[config.mk]
export PLATFORM = sky130hd
export DESIGN_NAME = seg7_scan_driver
export DESIGN_NICKNAME = d
export VERILOG_FILES = /design/src/rtl/seg7_scan_driver.sv
export SDC_FILE = /design/constraint.sdc
export NUM_CORES = 1
export LEC_CHECK = 0
export CAP_MARGIN = 40
export CORE_ASPECT_RATIO = 0.75
export CORE_MARGIN = 2
export CORE_UTILIZATION = 52
export CTS_BUF_LIST = sky130_fd_sc_hd__clkbuf_8
export DETAILED_ROUTE_END_ITERATION = 6
export PLACE_DENSITY = 0.87
export SLEW_MARGIN = 20
export SYNTH_ARGS = -nofsm -noshare
export SYNTH_HDL_FRONTEND = slang
export SYNTH_SLANG_ARGS = --single-unit
[constraint.sdc]
create_clock -name clk -period 2.4 [get_ports clk]
set_input_delay 0.48 -clock clk [delete_from_list [all_inputs] [get_ports clk]]
set_output_delay 0.48 -clock clk [all_outputs]
set_load 0.02 [all_outputs]
[src/rtl/seg7_scan_driver.sv]
// rtl/seg7_scan_driver.sv - multiplexed 4-digit seven-segment scan driver with anti-ghosting gaps
module seg7_scan_driver #(
    parameter int ON_CYC  = 50000,
    parameter int GAP_CYC = 500
) (
    input  logic        clk,
    input  logic        reset,
    input  logic        enable,
    input  logic [15:0] value_in,
    input  logic        load,
    input  logic [3:0]  blank_mask,
    output logic [6:0]  seg_n,
    output logic [3:0]  an_n,
    output logic        frame_tick
);

    localparam int MAX_CYC = (ON_CYC > GAP_CYC) ? ON_CYC : GAP_CYC;
    localparam int CW      = (MAX_CYC > 1) ? $clog2(MAX_CYC) : 1;

    localparam logic [6:0] SEG_DARK = 7'h7F;
    localparam logic [3:0] AN_DARK  = 4'hF;

    typedef enum logic [1:0] {
        ST_OFF,
        ST_GAP,
        ST_ON
    } state_t;

    state_t      state_q;
    logic [1:0]  idx_q;
    logic [CW-1:0] cnt_q;
    logic [15:0] pend_q;
    logic [15:0] disp_q;
    logic [6:0]  seg_n_q;
    logic [3:0]  an_n_q;
    logic        frame_tick_q;

    logic [15:0] pend_d;
    logic [15:0] disp_d;
    logic        gap_last;
    logic        on_last;
    logic        boundary;
    logic [3:0]  nib;
    logic [3:0]  lit_an;
    logic [6:0]  lit_seg;
    logic        blanked;

    function automatic logic [6:0] decode(input logic [3:0] d);
        logic [6:0] s;
        case (d)
            4'h0: s = 7'h40;
            4'h1: s = 7'h79;
            4'h2: s = 7'h24;
            4'h3: s = 7'h30;
            4'h4: s = 7'h19;
            4'h5: s = 7'h12;
            4'h6: s = 7'h02;
            4'h7: s = 7'h78;
            4'h8: s = 7'h00;
            4'h9: s = 7'h10;
            4'hA: s = 7'h08;
            4'hB: s = 7'h03;
            4'hC: s = 7'h46;
            4'hD: s = 7'h21;
            4'hE: s = 7'h06;
            default: s = 7'h0E;
        endcase
        return s;
    endfunction

    // A load coinciding with a display update bypasses pend so it is never lost for a frame.
    always_comb begin
        gap_last = (cnt_q == CW'(GAP_CYC - 1));
        on_last  = (cnt_q == CW'(ON_CYC - 1));
        boundary = (state_q == ST_ON) && (idx_q == 2'd3) && on_last;
        pend_d   = load ? value_in : pend_q;
        disp_d   = ((state_q == ST_OFF) || boundary) ? pend_d : disp_q;
        nib      = disp_q[{idx_q, 2'b00} +: 4];
        lit_an   = ~(4'b0001 << idx_q);
        lit_seg  = decode(nib);
        blanked  = blank_mask[idx_q];
    end

    // Outputs are assigned for the state being entered, so they line up with that state's cycles.
    always_ff @(posedge clk) begin
        if (!reset) begin
            state_q      <= ST_OFF;
            idx_q        <= 2'd0;
            cnt_q        <= '0;
            pend_q       <= '0;
            disp_q       <= '0;
            seg_n_q      <= SEG_DARK;
            an_n_q       <= AN_DARK;
            frame_tick_q <= 1'b0;
        end else begin
            pend_q       <= pend_d;
            disp_q       <= disp_d;
            seg_n_q      <= SEG_DARK;
            an_n_q       <= AN_DARK;
            frame_tick_q <= 1'b0;
            if (!enable) begin
                state_q <= ST_OFF;
                idx_q   <= 2'd0;
                cnt_q   <= '0;
            end else begin
                case (state_q)
                    ST_OFF: begin
                        state_q <= ST_GAP;
                        idx_q   <= 2'd0;
                        cnt_q   <= '0;
                    end
                    ST_GAP: begin
                        if (gap_last) begin
                            state_q <= ST_ON;
                            cnt_q   <= '0;
                            if (!blanked) begin
                                an_n_q  <= lit_an;
                                seg_n_q <= lit_seg;
                            end
                        end else begin
                            cnt_q <= cnt_q + CW'(1);
                        end
                    end
                    ST_ON: begin
                        if (on_last) begin
                            state_q      <= ST_GAP;
                            cnt_q        <= '0;
                            idx_q        <= idx_q + 2'd1;
                            frame_tick_q <= (idx_q == 2'd3);
                        end else begin
                            cnt_q <= cnt_q + CW'(1);
                            if (!blanked) begin
                                an_n_q  <= lit_an;
                                seg_n_q <= lit_seg;
                            end
                        end
                    end
                    default: begin
                        state_q <= ST_OFF;
                        idx_q   <= 2'd0;
                        cnt_q   <= '0;
                    end
                endcase
            end
        end
    end

    assign seg_n      = seg_n_q;
    assign an_n       = an_n_q;
    assign frame_tick = frame_tick_q;

endmodule

Yosys cells after proc, flatten, opt, wreduce, memory -nomap -nowiden
Memories as Yosys holds them, arrays and structs flattened.
Index checks and enable logic that the tools add are counted.
- flip-flop bits (word level): 64
- bits in read-only memories: 112
- input port bits: 24
- output and inout bits: 12
- word-level logic and storage cells: 50
- memories: 1
- memories (name ; depth ; bits a word ; rd ports ; clocked after memory_dff ; write ports ; line ; RTL):
    (name not given) ; 16 ; 7 ; 1 ; 0 ; 0 ; 50 ; case (d)
- $add $sub $neg: 2
- magnitude comparators: 1
- eq/ne operators: 7
- shifts and indexed selects: 2
- muxes and demuxes: 19
- bitwise gates (word level): 2
- reduce and logical (&&, ||, !) cells: 8
- operators by type and width (kind ; count):
    $mux 16 ; 3
    $pmux 16 s2 ; 1
    $mux 7 ; 3
    $add 16x1->16 const B ; 1
    $eq 16x16->1 const B ; 1
    $eq 16x9->1 const B ; 1
    $shiftx 16x5->4 ; 1
    $pmux 7 s2 ; 1
    $mux 4 ; 3
    $pmux 4 s2 ; 1
    $mux 2 ; 3
    $pmux 2 s3 ; 1
    $reduce_and 2->1 ; 3
    $eq 2x2->1 const B ; 2
    $ne 2x2->1 const B ; 2
    $not 4->4 ; 1
    $pmux 2 s2 ; 1
    $reduce_and 4->1 ; 1
    $shl 1x2->4 const A ; 1
    $lt 2x3->1 const B ; 1
    $add 2x1->2 const B ; 1
    $bmux 1 s2 ; 1
    $eq 2x1->1 const B ; 1
    $logic_and 1x1->1 ; 2
    other kinds (4) ; 4

Longest topological paths before layout
- depth in word-level cells: 5
- gate-level depth with buffers: 9
- depth with buffers taken out: 7

Worst setup path before layout
Ideal clock, no wire load.
- kind: reg2reg
- start: register idx_q[1]
- end: register seg_n_q[0], in the netlist seg_n[0]
- setup time: 0.087 ns
- arrival: 2.224 ns
- required time: 2.313 ns
- path slack: 0.089 ns
- cell stages (with the launch flop): 10
- path buffers: 2
- period minus slack after synthesis: 2.311 ns
- cells stage by stage: dfxtp_1 clkbuf_1 clkbuf_1 mux4_2 inv_1 ha_1 mux2i_1 a221oi_1 nor3_1 o31ai_1
- longest elaborated chain between the ends: 5
- elaborated cells between the ends (all ways): 8
- classes of those cells: shift: 1; mux: 6; memory: 1
- ends and longest elaborated chain (item ; line ; RTL):
    start, declared ; 30 ; logic [1:0] idx_q;
    start signal, assigned ; 128 ; idx_q <= idx_q + 2'd1;
    $shiftx 16x5->4 / $bmux 1 s2 (equally long branches) ; 78, 81 ;
    $mem_v2 16x7 / $mux 1 (equally long branches) ; - ;
    $mux 7 * ; 116, 132 ;
    $mux 7, on equally long branches ; 125, 113 ;
    $pmux 7 s2 * ; 106 ; case (state_q)
    end signal, assigned ; 118 ; seg_n_q <= lit_seg;
    end signal, assigned ; 134 ; seg_n_q <= lit_seg;
    end, declared ; 34 ; logic [6:0] seg_n_q;
Every way passes the cells marked *; elsewhere a longest branch is shown, timed or not. The select of a mux whose other input is x is not followed.
A chain may end at the register's enable or synchronous reset.

Worst setup path in the final report
- start: register idx_q[0]
- end: register seg_n_q[0], in the netlist seg_n[0]
The elaborated chain is that of the path after synthesis.

==> results.txt <==
The internal power component is 0.00162 W. The top achievable clock speed is 452 MHz, and the first-pass iteration count of the detailed router is 4. Initial DRC count: 287.

The logs give 4620 microns for the HPWL reported at the end of detailed placement and 60.4% for the worst relative slew slack. Entering global routing, the biggest net connects 33 pins. The number of failing hold endpoints at the final stage is 0. The count of pins on the block boundary was 36; the placer congestion estimate was 0.981. For this design the ratio of total power to cell area is 565 nW/um^2. Hold repair after CTS inserted 0 buffers.

Detailed routing placed a total of 353 microns of wire on met3. In this run the vertical extent of the chip is 71.7 microns. The die covers 6770 sq um. The number of buffer and inverter instances along the worst setup path is 1. The most used flip-flop cell after synthesis is sky130_fd_sc_hd__dfxtp_1. The run finished with clean final reports. The run gives 51 as the number of library cell types mapped by synthesis. The flip-flop and latch count after synthesis is 64, and the number of fill cells in the layout is 467.

Cells with a size suffix above 1 make up 13.3% of the layout. For the initial antenna violation count, the log shows 0. The smallest clock period supported by the final layout is computed as 2.21 ns. The run gives 2409 as the via total after detailed routing. The met2 wire length is 2800 microns.

The clock reaches the later pin of the worst-skew pair after 0.35 ns. The clock slew at the register clock pins of the worst setup and hold paths was 0.07 ns. TritonCTS built the clock tree.

STA classifies the critical path startpoint as a flip-flop. The first global-routing pass estimated 11100 microns of wire. The final critical path takes up 92.1% of the cycle. The repair_antennas step left the layout with diodes totalling 0.

Input and output buffers added on the ports amount to 35. At the worst endpoint, the arrival time is 2.48 ns. Counting flops with an async set or reset pin after synthesis yields a share of 0%. Storage element area: 1280 sq um. The switching power of the nets is 0.000525 W, and the clock power share is 36.4%. The cell at the root of the clock tree was sky130_fd_sc_hd__clkbuf_8. The Yosys step of the flow raised 0 warnings.

Once the clock tree was built, the setup fixing pass inserted 0 buffers. Wire length reported by the detailed router: 6470 microns. In the post-route analysis, the smallest setup slack over all paths is 0.189 ns. The run gives 1800 sq um as the area taken by multi-input logic gates. The run gives 0 as the post-cts repair resize count. The run gives 0.193 ns as the pre-CTS worst setup slack. The required time at the worst-slack endpoint is 2.67 ns, and the detailed-routing wirelength on met1 is 3180 microns. The final total power is 0.00214 W, and the starting density of the core is 54.3%.

The via count of the first global-routing pass was 2376. The number of sinks driven by the clock tree was 64. The tools report the CTS buffer count as 9. The floorplan step defined a core boundary enclosing 5860 sq um.

For the number of levels in the clock H-tree, the log shows 3. The logs give 10.8% for the combinational group share of total power and 3180 sq um for the area of the mapped netlist. For this run, the post-layout net count is 402.

The floorplan step set the die width to 94.3 microns. The analysis attributes to cell leakage a power of 1.43 nW. Synthesis produced a netlist with a net count of 362. The area growth from synthesis to layout is 19.0%. The tools report the maximum buffer depth of the clock tree as 2. The all-layer global routing usage is 21.3%, and the sequential area share after synthesis is 40.3%. The reported max-cap violation count is 0, and the total count of max-transition violations in the final report is 0.

Across the routed clock network, the largest skew measured is 0.00790 ns. For this run, design rule violations remaining after detail routing come to 0. The critical-path cell with the highest stage delay is sky130_fd_sc_hd__mux4_2. In this run the worst hold path is classified as flip-flop to flip-flop. The ratio of routed vias to standard cells works out to 5.40. The critical path goes through mux4_2, inv_1, ha_1, mux2i_1, a221oi_1, nor3_1, o31ai_1. The total overflow left after global routing is 0. The share of total power dissipated in sequential elements is 52.7%. For the site row count, the log shows 24.

The worst setup path is of the flip-flop to flip-flop kind. The maximum ir drop on the vdd rail is 299 uV. Setup repair after global routing left no endpoint under its margin. Grouping stages by cell kind, the critical path spends the most delay in multiplexers.

The number of enable flip-flop cells after synthesis is 0. The slew of the pin with the lowest slew margin was 0.592 ns; the number of routed nets with antenna violations was 0. Net switching is 24.5% of the power. For this run, the slowest stage of the critical path takes 0.58 ns. The highest layer touched by signal routing is met4. The average routed wire per standard cell was 14.5 microns.

The logs give 323 for the gate count of the mapped netlist and 0 for the setup-violating endpoint count in the final report. Along the worst path, the maximum fanout reaches 5. Endpoint type of the worst setup path: a flip-flop.

For the final routed database, the setup TNS stands at 0 ns. The mean area per synthesized cell was 9.85 sq um.
-- cell type report --
| cell class | count | area share (%) |
|---|---|---|
| clock buffers | 10 | 3.63 |
| clock inverters | 6 | 0.727 |
| inverters | 12 | 1.19 |
| multi-input cells | 234 | 47.4 |
| flip-flops and latches | 64 | 33.8 |
| well taps | 78 | 2.58 |
| repair buffers | 42 | 10.6 |
-- path summary, 6_finish.rpt --
kind	start	endpoint	slack, ns	depth (start not counted)
hold / removal	cnt_q[0]	cnt_q[0]	0.46	1
hold reg to reg	cnt_q[0]	cnt_q[0]	0.46	1
setup / recovery	idx_q[0]	seg_n[0]	0.19	7
setup reg to reg	idx_q[0]	seg_n[0]	0.19	7
-- cell usage after synthesis, drive strengths merged, types with 3 or more instances --
cell,count,share of area [%]
dfxtp,64,40
nor2b,22,4.3
and3,5,0.98
ha,15,5.9
nand2,15,1.8
nor4,3,1.1
nand3,13,2.0
mux2i,19,6.0
buf,3,0.67
inv,12,1.4
a21oi,7,1.5
nor3,6,0.94
o21ai,11,1.7
a211oi,3,0.86
nand2b,4,0.79
clkbuf,10,1.2
xor2,6,1.7
xnor2,10,2.8
mux2,16,5.7
mux4,5,3.5
and2,18,3.6
nor2,28,3.3
-- placed cells by master, fill, tap and decap left out, types with 13 or more instances in the layout --
| master | instances |
|---|---|
| sky130_fd_sc_hd__and2_1 | 17 |
| sky130_fd_sc_hd__clkdlybuf4s50_1 | 35 |
| sky130_fd_sc_hd__dfxtp_1 | 64 |
| sky130_fd_sc_hd__ha_1 | 15 |
| sky130_fd_sc_hd__inv_1 | 14 |
| sky130_fd_sc_hd__mux2_2 | 16 |
| sky130_fd_sc_hd__mux2i_1 | 19 |
| sky130_fd_sc_hd__nand2_1 | 15 |
| sky130_fd_sc_hd__nand3_1 | 13 |
| sky130_fd_sc_hd__nor2_1 | 28 |
| sky130_fd_sc_hd__nor2b_1 | 22 |
-- worst reg2reg max path, cell delays in order (launching register included) --
cell,delay [ns]
sky130_fd_sc_hd__dfxtp_1,0.39
sky130_fd_sc_hd__mux4_2,0.58
sky130_fd_sc_hd__inv_1,0.15
sky130_fd_sc_hd__ha_1,0.27
sky130_fd_sc_hd__mux2i_1,0.10
sky130_fd_sc_hd__a221oi_1,0.30
sky130_fd_sc_hd__nor3_1,0.10
sky130_fd_sc_hd__o31ai_1,0.23
-- flip-flops by register name (all words and copies together), names as in the netlist --
name	flops
cnt_q	16
frame_tick	1
seg_n	7
an_n	4
idx_q	2
disp_q	16
state_q	2
pend_q	16
-- cells by family after synthesis --
family          Yosys count  share of synthesized area [%]
simple gates            128                           22.6
flops                    64                           40.3
mux                      40                           15.2
compound gates           35                           8.38
buf+inv                  25                           3.30
xor+xnor                 16                           4.40
fa+ha+maj                15                           5.90
-- power groups by stage --
stage / logic (W) / registers, W / clock network [W]
2_1_floorplan: 0.000148 / 0.00115 / 0
3_3_place_gp: 0.000222 / 0.00115 / 0
3_5_place_dp: 0.000229 / 0.00115 / 0
4_1_cts: 0.000231 / 0.00113 / 0.000800
5_1_grt: 0.000253 / 0.00113 / 0.000849
6_report: 0.000232 / 0.00113 / 0.000780
-- per-stage QoR --
stage	utilization (%)	hold slack, ns	cells	instance area [sq um]
2_1_floorplan	-	0.413	323	3180
3_3_place_gp	61.9	0.425	430	3620
3_5_place_dp	61.9	0.452	430	3620
4_1_cts	64.7	0.462	446	3790
5_1_grt	64.7	0.470	446	3790
6_report	64.7	0.461	446	3790
-- routing by layer --
layer  track usage (%)  vias up
met4              9.34        0
li1                  -     1208
met5                 0        -
met2              31.7       70
met3              5.89       13
met1              29.0     1118
(Power assumes the default switching activity.)
